===== config.mk =====
export PLATFORM = sky130hd
export DESIGN_NAME = regfile_arbiter
export DESIGN_NICKNAME = d
export VERILOG_FILES = /design/src/rtl/regfile_ctrl_pkg.sv /design/src/rtl/rr_arbiter2.sv /design/src/rtl/regfile_arbiter.sv
export SDC_FILE = /design/constraint.sdc
export NUM_CORES = 1
export LEC_CHECK = 0
export ABC_AREA = 1
export CAP_MARGIN = 20
export CORE_ASPECT_RATIO = 0.8
export CORE_UTILIZATION = 39
export CTS_BUF_LIST = sky130_fd_sc_hd__clkbuf_2 sky130_fd_sc_hd__clkbuf_4 sky130_fd_sc_hd__clkbuf_8
export CTS_CLUSTER_SIZE = 25
export DETAILED_ROUTE_END_ITERATION = 7
export PLACE_DENSITY = 0.89
export SKIP_CTS_REPAIR_TIMING = 1
export SYNTH_ARGS = -nofsm -noshare
export SYNTH_HDL_FRONTEND = slang
export SYNTH_SLANG_ARGS = --single-unit

===== constraint.sdc =====
create_clock -name clk -period 1.3 [get_ports clk]
set_clock_uncertainty 0.1 [all_clocks]
set_input_delay 0.13 -clock clk [delete_from_list [all_inputs] [get_ports clk]]
set_output_delay 0.13 -clock clk [all_outputs]
set_load 0.02 [all_outputs]

===== src/rtl/regfile_ctrl_pkg.sv =====
// Shared types and constants for the register-file arbiter slice.
package regfile_ctrl_pkg;

  // Controller state: normal arbitration, or sweeping the file to zero after reset.
  typedef enum logic {
    ST_RUN   = 1'b0,
    ST_CLEAR = 1'b1
  } rf_state_e;

  // Requester identifiers, also the grant-pointer encoding.
  localparam logic REQ0 = 1'b0;
  localparam logic REQ1 = 1'b1;

  // Access opcodes as carried on the reqN_we inputs.
  localparam logic OP_RD = 1'b0;
  localparam logic OP_WR = 1'b1;

endpackage


===== src/rtl/rr_arbiter2.sv =====
// Two-way round-robin arbiter. The grant is combinational from req and the
// priority pointer; the pointer flips to the other requester on every
// advanced grant so a continuous tie alternates 0,1,0,1.
module rr_arbiter2
  import regfile_ctrl_pkg::*;
(
  input  logic       clk,
  input  logic       rst,
  input  logic [1:0] req,
  input  logic       advance,
  output logic [1:0] gnt
);

  logic ptr;

  // Grant: a lone request wins; a tie goes to the pointer.
  always_comb begin
    gnt = req;
    if (req == 2'b11) gnt = (ptr == REQ1) ? 2'b10 : 2'b01;
  end

  // Pointer moves to whichever requester did not just win.
  always_ff @(posedge clk) begin
    if (rst)          ptr <= REQ0;
    else if (advance) ptr <= gnt[0] ? REQ1 : REQ0;
  end

endmodule


===== src/rtl/regfile_arbiter.sv =====
// Round-robin front end for a 1W/1R register file shared by two requesters.
// Pipeline: accept in C, drive rf_* from registers in C+1, respond in C+2.
// Handshake: a request transfers in a cycle where reqN_valid and reqN_ready
// are both high; the requester holds valid and payload until ready. ready
// depends only on both valids, the priority pointer, the FSM state and rst.
// Optional build macro RF_CLEAR_ON_RESET_EN: after reset, sweep zeros into
// every address (init_busy high, no grants) before normal arbitration.
module regfile_arbiter
  import regfile_ctrl_pkg::*;
#(
  parameter int B = 32,
  parameter int W = 4
) (
  input  logic         clk,
  input  logic         rst,
  input  logic         req0_valid,
  input  logic         req0_we,
  input  logic [W-1:0] req0_addr,
  input  logic [B-1:0] req0_wdata,
  output logic         req0_ready,
  input  logic         req1_valid,
  input  logic         req1_we,
  input  logic [W-1:0] req1_addr,
  input  logic [B-1:0] req1_wdata,
  output logic         req1_ready,
  output logic         rsp0_valid,
  output logic [B-1:0] rsp0_rdata,
  output logic         rsp1_valid,
  output logic [B-1:0] rsp1_rdata,
  output logic         rf_wr_en,
  output logic [W-1:0] rf_w_addr,
  output logic [B-1:0] rf_w_data,
  output logic [W-1:0] rf_r_addr,
  input  logic [B-1:0] rf_r_data,
  output logic         init_busy,
  output rf_state_e    dbg_state
);

`ifdef RF_CLEAR_ON_RESET_EN
  localparam rf_state_e RESET_STATE = ST_CLEAR;
`else
  localparam rf_state_e RESET_STATE = ST_RUN;
`endif

  rf_state_e state, state_next;

  logic [1:0]   gnt;
  logic [1:0]   ready;
  logic         run;
  logic         accept;
  logic         acc_id;
  logic         acc_we;
  logic [W-1:0] acc_addr;
  logic [B-1:0] acc_wdata;

  // Issue stage (drives the register file in C+1).
  logic         iss_valid;
  logic         iss_id;
  logic         iss_we;
  logic         wr_en_q;
  logic [W-1:0] w_addr_q;
  logic [B-1:0] w_data_q;
  logic [W-1:0] r_addr_q;

`ifdef RF_CLEAR_ON_RESET_EN
  logic [W-1:0] clr_cnt;
  logic         clear_active;
  assign clear_active = (state == ST_CLEAR) && !rst;
`endif

  rr_arbiter2 u_rr (
    .clk     (clk),
    .rst     (rst),
    .req     ({req1_valid, req0_valid}),
    .advance (accept),
    .gnt     (gnt)
  );

  // Grants are only offered in RUN and never while reset is asserted.
  assign run        = (state == ST_RUN) && !rst;
  assign ready      = gnt & {2{run}};
  assign req0_ready = ready[0];
  assign req1_ready = ready[1];
  assign accept     = |ready;
  assign acc_id     = ready[1] ? REQ1 : REQ0;

  // Select the winning requester's payload.
  always_comb begin
    acc_we    = req0_we;
    acc_addr  = req0_addr;
    acc_wdata = req0_wdata;
    if (acc_id == REQ1) begin
      acc_we    = req1_we;
      acc_addr  = req1_addr;
      acc_wdata = req1_wdata;
    end
  end

  // FSM state register (plus the clear-sweep address when built in).
  always_ff @(posedge clk) begin
    if (rst) begin
      state <= RESET_STATE;
`ifdef RF_CLEAR_ON_RESET_EN
      clr_cnt <= '0;
`endif
    end else begin
      state <= state_next;
`ifdef RF_CLEAR_ON_RESET_EN
      clr_cnt <= (state == ST_CLEAR) ? clr_cnt + 1'b1 : '0;
`endif
    end
  end

  // FSM next state: CLEAR leaves after the last address is written.
  always_comb begin
    state_next = state;
    case (state)
      ST_RUN:   state_next = ST_RUN;
      ST_CLEAR: begin
`ifdef RF_CLEAR_ON_RESET_EN
        if (clr_cnt == {W{1'b1}}) state_next = ST_RUN;
`else
        state_next = ST_RUN;
`endif
      end
      default:  state_next = ST_RUN;
    endcase
  end

  assign dbg_state = state;

  // Issue registers; write and read address/data hold across idle cycles.
  always_ff @(posedge clk) begin
    if (rst) begin
      iss_valid <= 1'b0;
      iss_id    <= REQ0;
      iss_we    <= OP_RD;
      wr_en_q   <= 1'b0;
      w_addr_q  <= '0;
      w_data_q  <= '0;
      r_addr_q  <= '0;
    end else begin
      iss_valid <= accept;
      wr_en_q   <= accept && (acc_we == OP_WR);
      if (accept) begin
        iss_id <= acc_id;
        iss_we <= acc_we;
        if (acc_we == OP_WR) begin
          w_addr_q <= acc_addr;
          w_data_q <= acc_wdata;
        end else begin
          r_addr_q <= acc_addr;
        end
      end
`ifdef RF_CLEAR_ON_RESET_EN
      // Track the sweep so the held write address/data match what was driven.
      if (state == ST_CLEAR) begin
        w_addr_q <= clr_cnt;
        w_data_q <= '0;
      end
`endif
    end
  end

`ifdef RF_CLEAR_ON_RESET_EN
  assign rf_wr_en  = clear_active | wr_en_q;
  assign rf_w_addr = clear_active ? clr_cnt : w_addr_q;
  assign rf_w_data = clear_active ? '0 : w_data_q;
  assign init_busy = clear_active;
`else
  assign rf_wr_en  = wr_en_q;
  assign rf_w_addr = w_addr_q;
  assign rf_w_data = w_data_q;
  assign init_busy = 1'b0;
`endif
  assign rf_r_addr = r_addr_q;

  // Response stage: one-cycle pulse to the issuing requester; reads capture
  // the combinational register-file output, writes return zero.
  always_ff @(posedge clk) begin
    if (rst) begin
      rsp0_valid <= 1'b0;
      rsp1_valid <= 1'b0;
      rsp0_rdata <= '0;
      rsp1_rdata <= '0;
    end else begin
      rsp0_valid <= iss_valid && (iss_id == REQ0);
      rsp1_valid <= iss_valid && (iss_id == REQ1);
      if (iss_valid && (iss_id == REQ0)) rsp0_rdata <= (iss_we == OP_WR) ? '0 : rf_r_data;
      if (iss_valid && (iss_id == REQ1)) rsp1_rdata <= (iss_we == OP_WR) ? '0 : rf_r_data;
    end
  end

endmodule

==> flow_metrics.tcl <==
set metrics [dict create \
    run_status "finished with violations" \
    violated_checks "negative setup slack" \
    gr-total-overflow 0 \
    number_of_antenna_violations_at_the_first_check_in_global_routing 0 \
    synth_cell_type_count 19 \
    worst_slack_ns -0.239 \
    wl_per_cell_um 14.3 \
    maxClockFrequency_mhz 650 \
    grtUsageTotal_pct 21.0 \
    synth_area_um2 4870 \
    avgSynthCellArea_um2 6.32 \
    crit-reg2reg-capture "rf_w_data[24]" \
    drv_slew 0 \
    timing_hold_violations_final 0 \
    cts_inserted_buffers 9 \
    coreArea_um2 12200 \
    pwr_dens_nw_per_um2 945 \
    final_min_period_over_clock_period_pct 118 \
    grt_setup_unrepaired "true" \
    timing.critical_path.to_type "register" \
    synth_area_leader "sky130_fd_sc_hd__dfxtp_1" \
    synth.ff_latch_count 111 \
    worst_setup_path_endpoint "rf_w_data[24]" \
    cts_max_level 3 \
    post_detailed_routing_wire_length_um 16500 \
    r2r_cells 9 \
    timing.critical_path.required_ns 1.51 \
    io_pins 221 \
    r2r_slack_ns -0.24 \
    clock_tree.buffer_depth 2 \
    fp-row-count 36 \
    yosys.area.top_type_share_pct 45.6 \
    via_count 5452 \
    finalNonFillerCells 1157 \
    grt_pass1_wl_um 21800 \
    critical_setup_path_kind "register to register" \
    worst_setup_path_start_kind "register" \
    die-area_um2 12900 \
    critical_path_peak_fanout 7 \
    postPlaceCellArea_um2 7340 \
    port-buffer-count 218 \
    crit_start "u_rr.ptr" \
    drive_gt1_share_pct 12.9 \
    worstPathArrival_ns 1.74 \
    timing.final.setup_violations 44 \
    rr_startpoint "u_rr.ptr" \
    cts_sinks 111 \
    sequential_cell_area_fraction_in_the_yosys_report_pct 45.6 \
    dp_slack_ns -0.574 \
    die_x_um 127 \
    max-vdd-ir-drop_mv 0.708 \
    gp_congestion 0.829 \
    tritoncts "yes" \
    total_leakage_power_nw 5.53 \
    cap_violations 0 \
    clk-insertion-delay-late_ns 0.36 \
    synth_top_cells_by_area "sky130_fd_sc_hd__dfxtp_1 46%, sky130_fd_sc_hd__nand2_1 20%, sky130_fd_sc_hd__nor2_1 13%, sky130_fd_sc_hd__inv_1 7.5%, sky130_fd_sc_hd__o21ai_0 3.5%" \
    setup_total_negative_slack_ns -7.24 \
    area_of_all_placed_cells_without_fillers_um2 8400 \
    antenna_violating_nets_post_route 0 \
    clock_tree.root_cell "sky130_fd_sc_hd__clkbuf_8" \
    post_drt_via_cell_ratio 4.71 \
    effective_utilization_at_floorplan_pct 40.1 \
    path_clk_slew_ns 0.10 \
    drtPass1Iterations 4 \
    via_count_of_the_first_global_routing_pass 4658 \
    post-dp-hpwl_um 10000 \
    drt-initial-drc-count 250 \
    drc 0 \
    worstHoldPathType "input port to register" \
    hold_ws_ns 0.187 \
    largest_net_degree_at_the_start_of_global_routing 58 \
    area_growth_syn_to_layout_pct 72.5 \
    post_synth_inst_count 771 \
    dieHeight_um 102 \
    count_of_yosys_warnings_during_synthesis 0 \
    antennaDiodeCount 0 \
    placedCellCount 1122 \
    fin_nets 1110 \
    period_minus_slack_ns 1.54 \
]
-- where the power goes --
part           leakage [nW]  switching (W)  internal (W)  total (W)
Combinational          4.53        0.00118       0.00108    0.00227
Clock                0.0879        0.00122      0.000720    0.00194
Sequential            0.911       0.000107       0.00363    0.00373
Total                  5.53        0.00252       0.00543    0.00795
-- layer usage --
metal / track usage, % / share of wire, % / up-vias
li1: - / - / 2736
met1: 24.3 / 41 / 2475
met3: 7.49 / 8.3 / 35
met4: 5.68 / 2.2 / 0
met5: 0 / 0 / -
met2: 37.0 / 49 / 206
-- cell usage after synthesis --
| library cell | number |
|---|---|
| sky130_fd_sc_hd__nand2_1 | 255 |
| sky130_fd_sc_hd__nor2_1 | 171 |
| sky130_fd_sc_hd__dfxtp_1 | 111 |
| sky130_fd_sc_hd__inv_1 | 97 |
| sky130_fd_sc_hd__o21ai_0 | 34 |
| sky130_fd_sc_hd__a21oi_1 | 33 |
| sky130_fd_sc_hd__clkbuf_1 | 25 |
| sky130_fd_sc_hd__buf_2 | 16 |
| sky130_fd_sc_hd__nand3_1 | 14 |
| sky130_fd_sc_hd__buf_4 | 3 |
| sky130_fd_sc_hd__inv_2 | 3 |
| sky130_fd_sc_hd__nand2_2 | 2 |
| sky130_fd_sc_hd__a211oi_1 | 1 |
| sky130_fd_sc_hd__a21oi_2 | 1 |
| sky130_fd_sc_hd__buf_6 | 1 |
| sky130_fd_sc_hd__conb_1 | 1 |
| sky130_fd_sc_hd__nand3_2 | 1 |
| sky130_fd_sc_hd__nor2_4 | 1 |
| sky130_fd_sc_hd__o211ai_1 | 1 |
-- cell usage in the layout, fill, tap and decap left out, types with 21 or more instances in the layout --
cell	instances
sky130_fd_sc_hd__nor2_1	164
sky130_fd_sc_hd__nand2_2	24
sky130_fd_sc_hd__nand2_1	216
sky130_fd_sc_hd__clkdlybuf4s50_1	107
sky130_fd_sc_hd__a21oi_1	33
sky130_fd_sc_hd__dlymetal6s2s_1	109
sky130_fd_sc_hd__o21ai_0	34
sky130_fd_sc_hd__dfxtp_1	110
sky130_fd_sc_hd__inv_1	93
sky130_fd_sc_hd__buf_4	21
-- sequential cells by signal, indices dropped and copies added, names as in the netlist --
signal,count
rsp1_valid,1
rf_r_addr,4
rf_wr_en,1
rf_w_addr,4
rsp0_rdata,32
rsp0_valid,1
rf_w_data,32
rsp1_rdata,32
u_rr.ptr,1
iss_we,1
iss_id,1
iss_valid,1
-- worst max-delay path, cell delays in order (launching register included) --
cell and delay (ns):
sky130_fd_sc_hd__dfxtp_2 0.35, sky130_fd_sc_hd__inv_2 0.05, sky130_fd_sc_hd__nand2_4 0.12, sky130_fd_sc_hd__nand2_8 0.09
sky130_fd_sc_hd__nand2_8 0.09, sky130_fd_sc_hd__nand3_4 0.21, sky130_fd_sc_hd__clkbuf_16 0.24, sky130_fd_sc_hd__nand2_1 0.07
sky130_fd_sc_hd__nand2_1 0.07, sky130_fd_sc_hd__nor2_1 0.09
-- kinds of logic after synthesis --
| kind of cell | share of synthesized area, % |
|---|---|
| AOI/OAI and AO/OA | 7.37 |
| buffers and inverters | 12.0 |
| DFF | 45.6 |
| other | 0.0770 |
| and+or+nand+nor | 35.0 |
-- cell type report --
type	count	area, um2
fill	931	3760
sequential	111	2220
clock inverter	7	53.8
timing repair buffer	261	3070
clock buffer	9	124
inverter	100	375
multi-input combinational	517	2370
tap	152	190
-- how the worst min path moves through the flow --
stage	end	cells after the start	startpoint	slack [ns]
finish	rsp1_rdata[0]	3	rst	0.19
detailed placement	rsp1_rdata[2]	2	rsp1_rdata[2]	0.35
floorplan	u_rr.ptr	2	req0_valid	0.22
CTS	rsp1_rdata[22]	5	rf_r_data[22]	0.26
global route	rsp1_rdata[2]	3	rst	0.18
global placement	rsp1_rdata[28]	2	rsp1_rdata[28]	0.35
-- metrics by stage --
stage / util (%) / power, W
after floorplan: - / 0.00479
after global placement: 60.4 / 0.00577
after detailed placement: 60.4 / 0.00581
after CTS: 61.8 / 0.00776
after global routing: 69.1 / 0.00834
final: 69.1 / 0.00795
No activity file was read; power rests on OpenSTA's default activity.
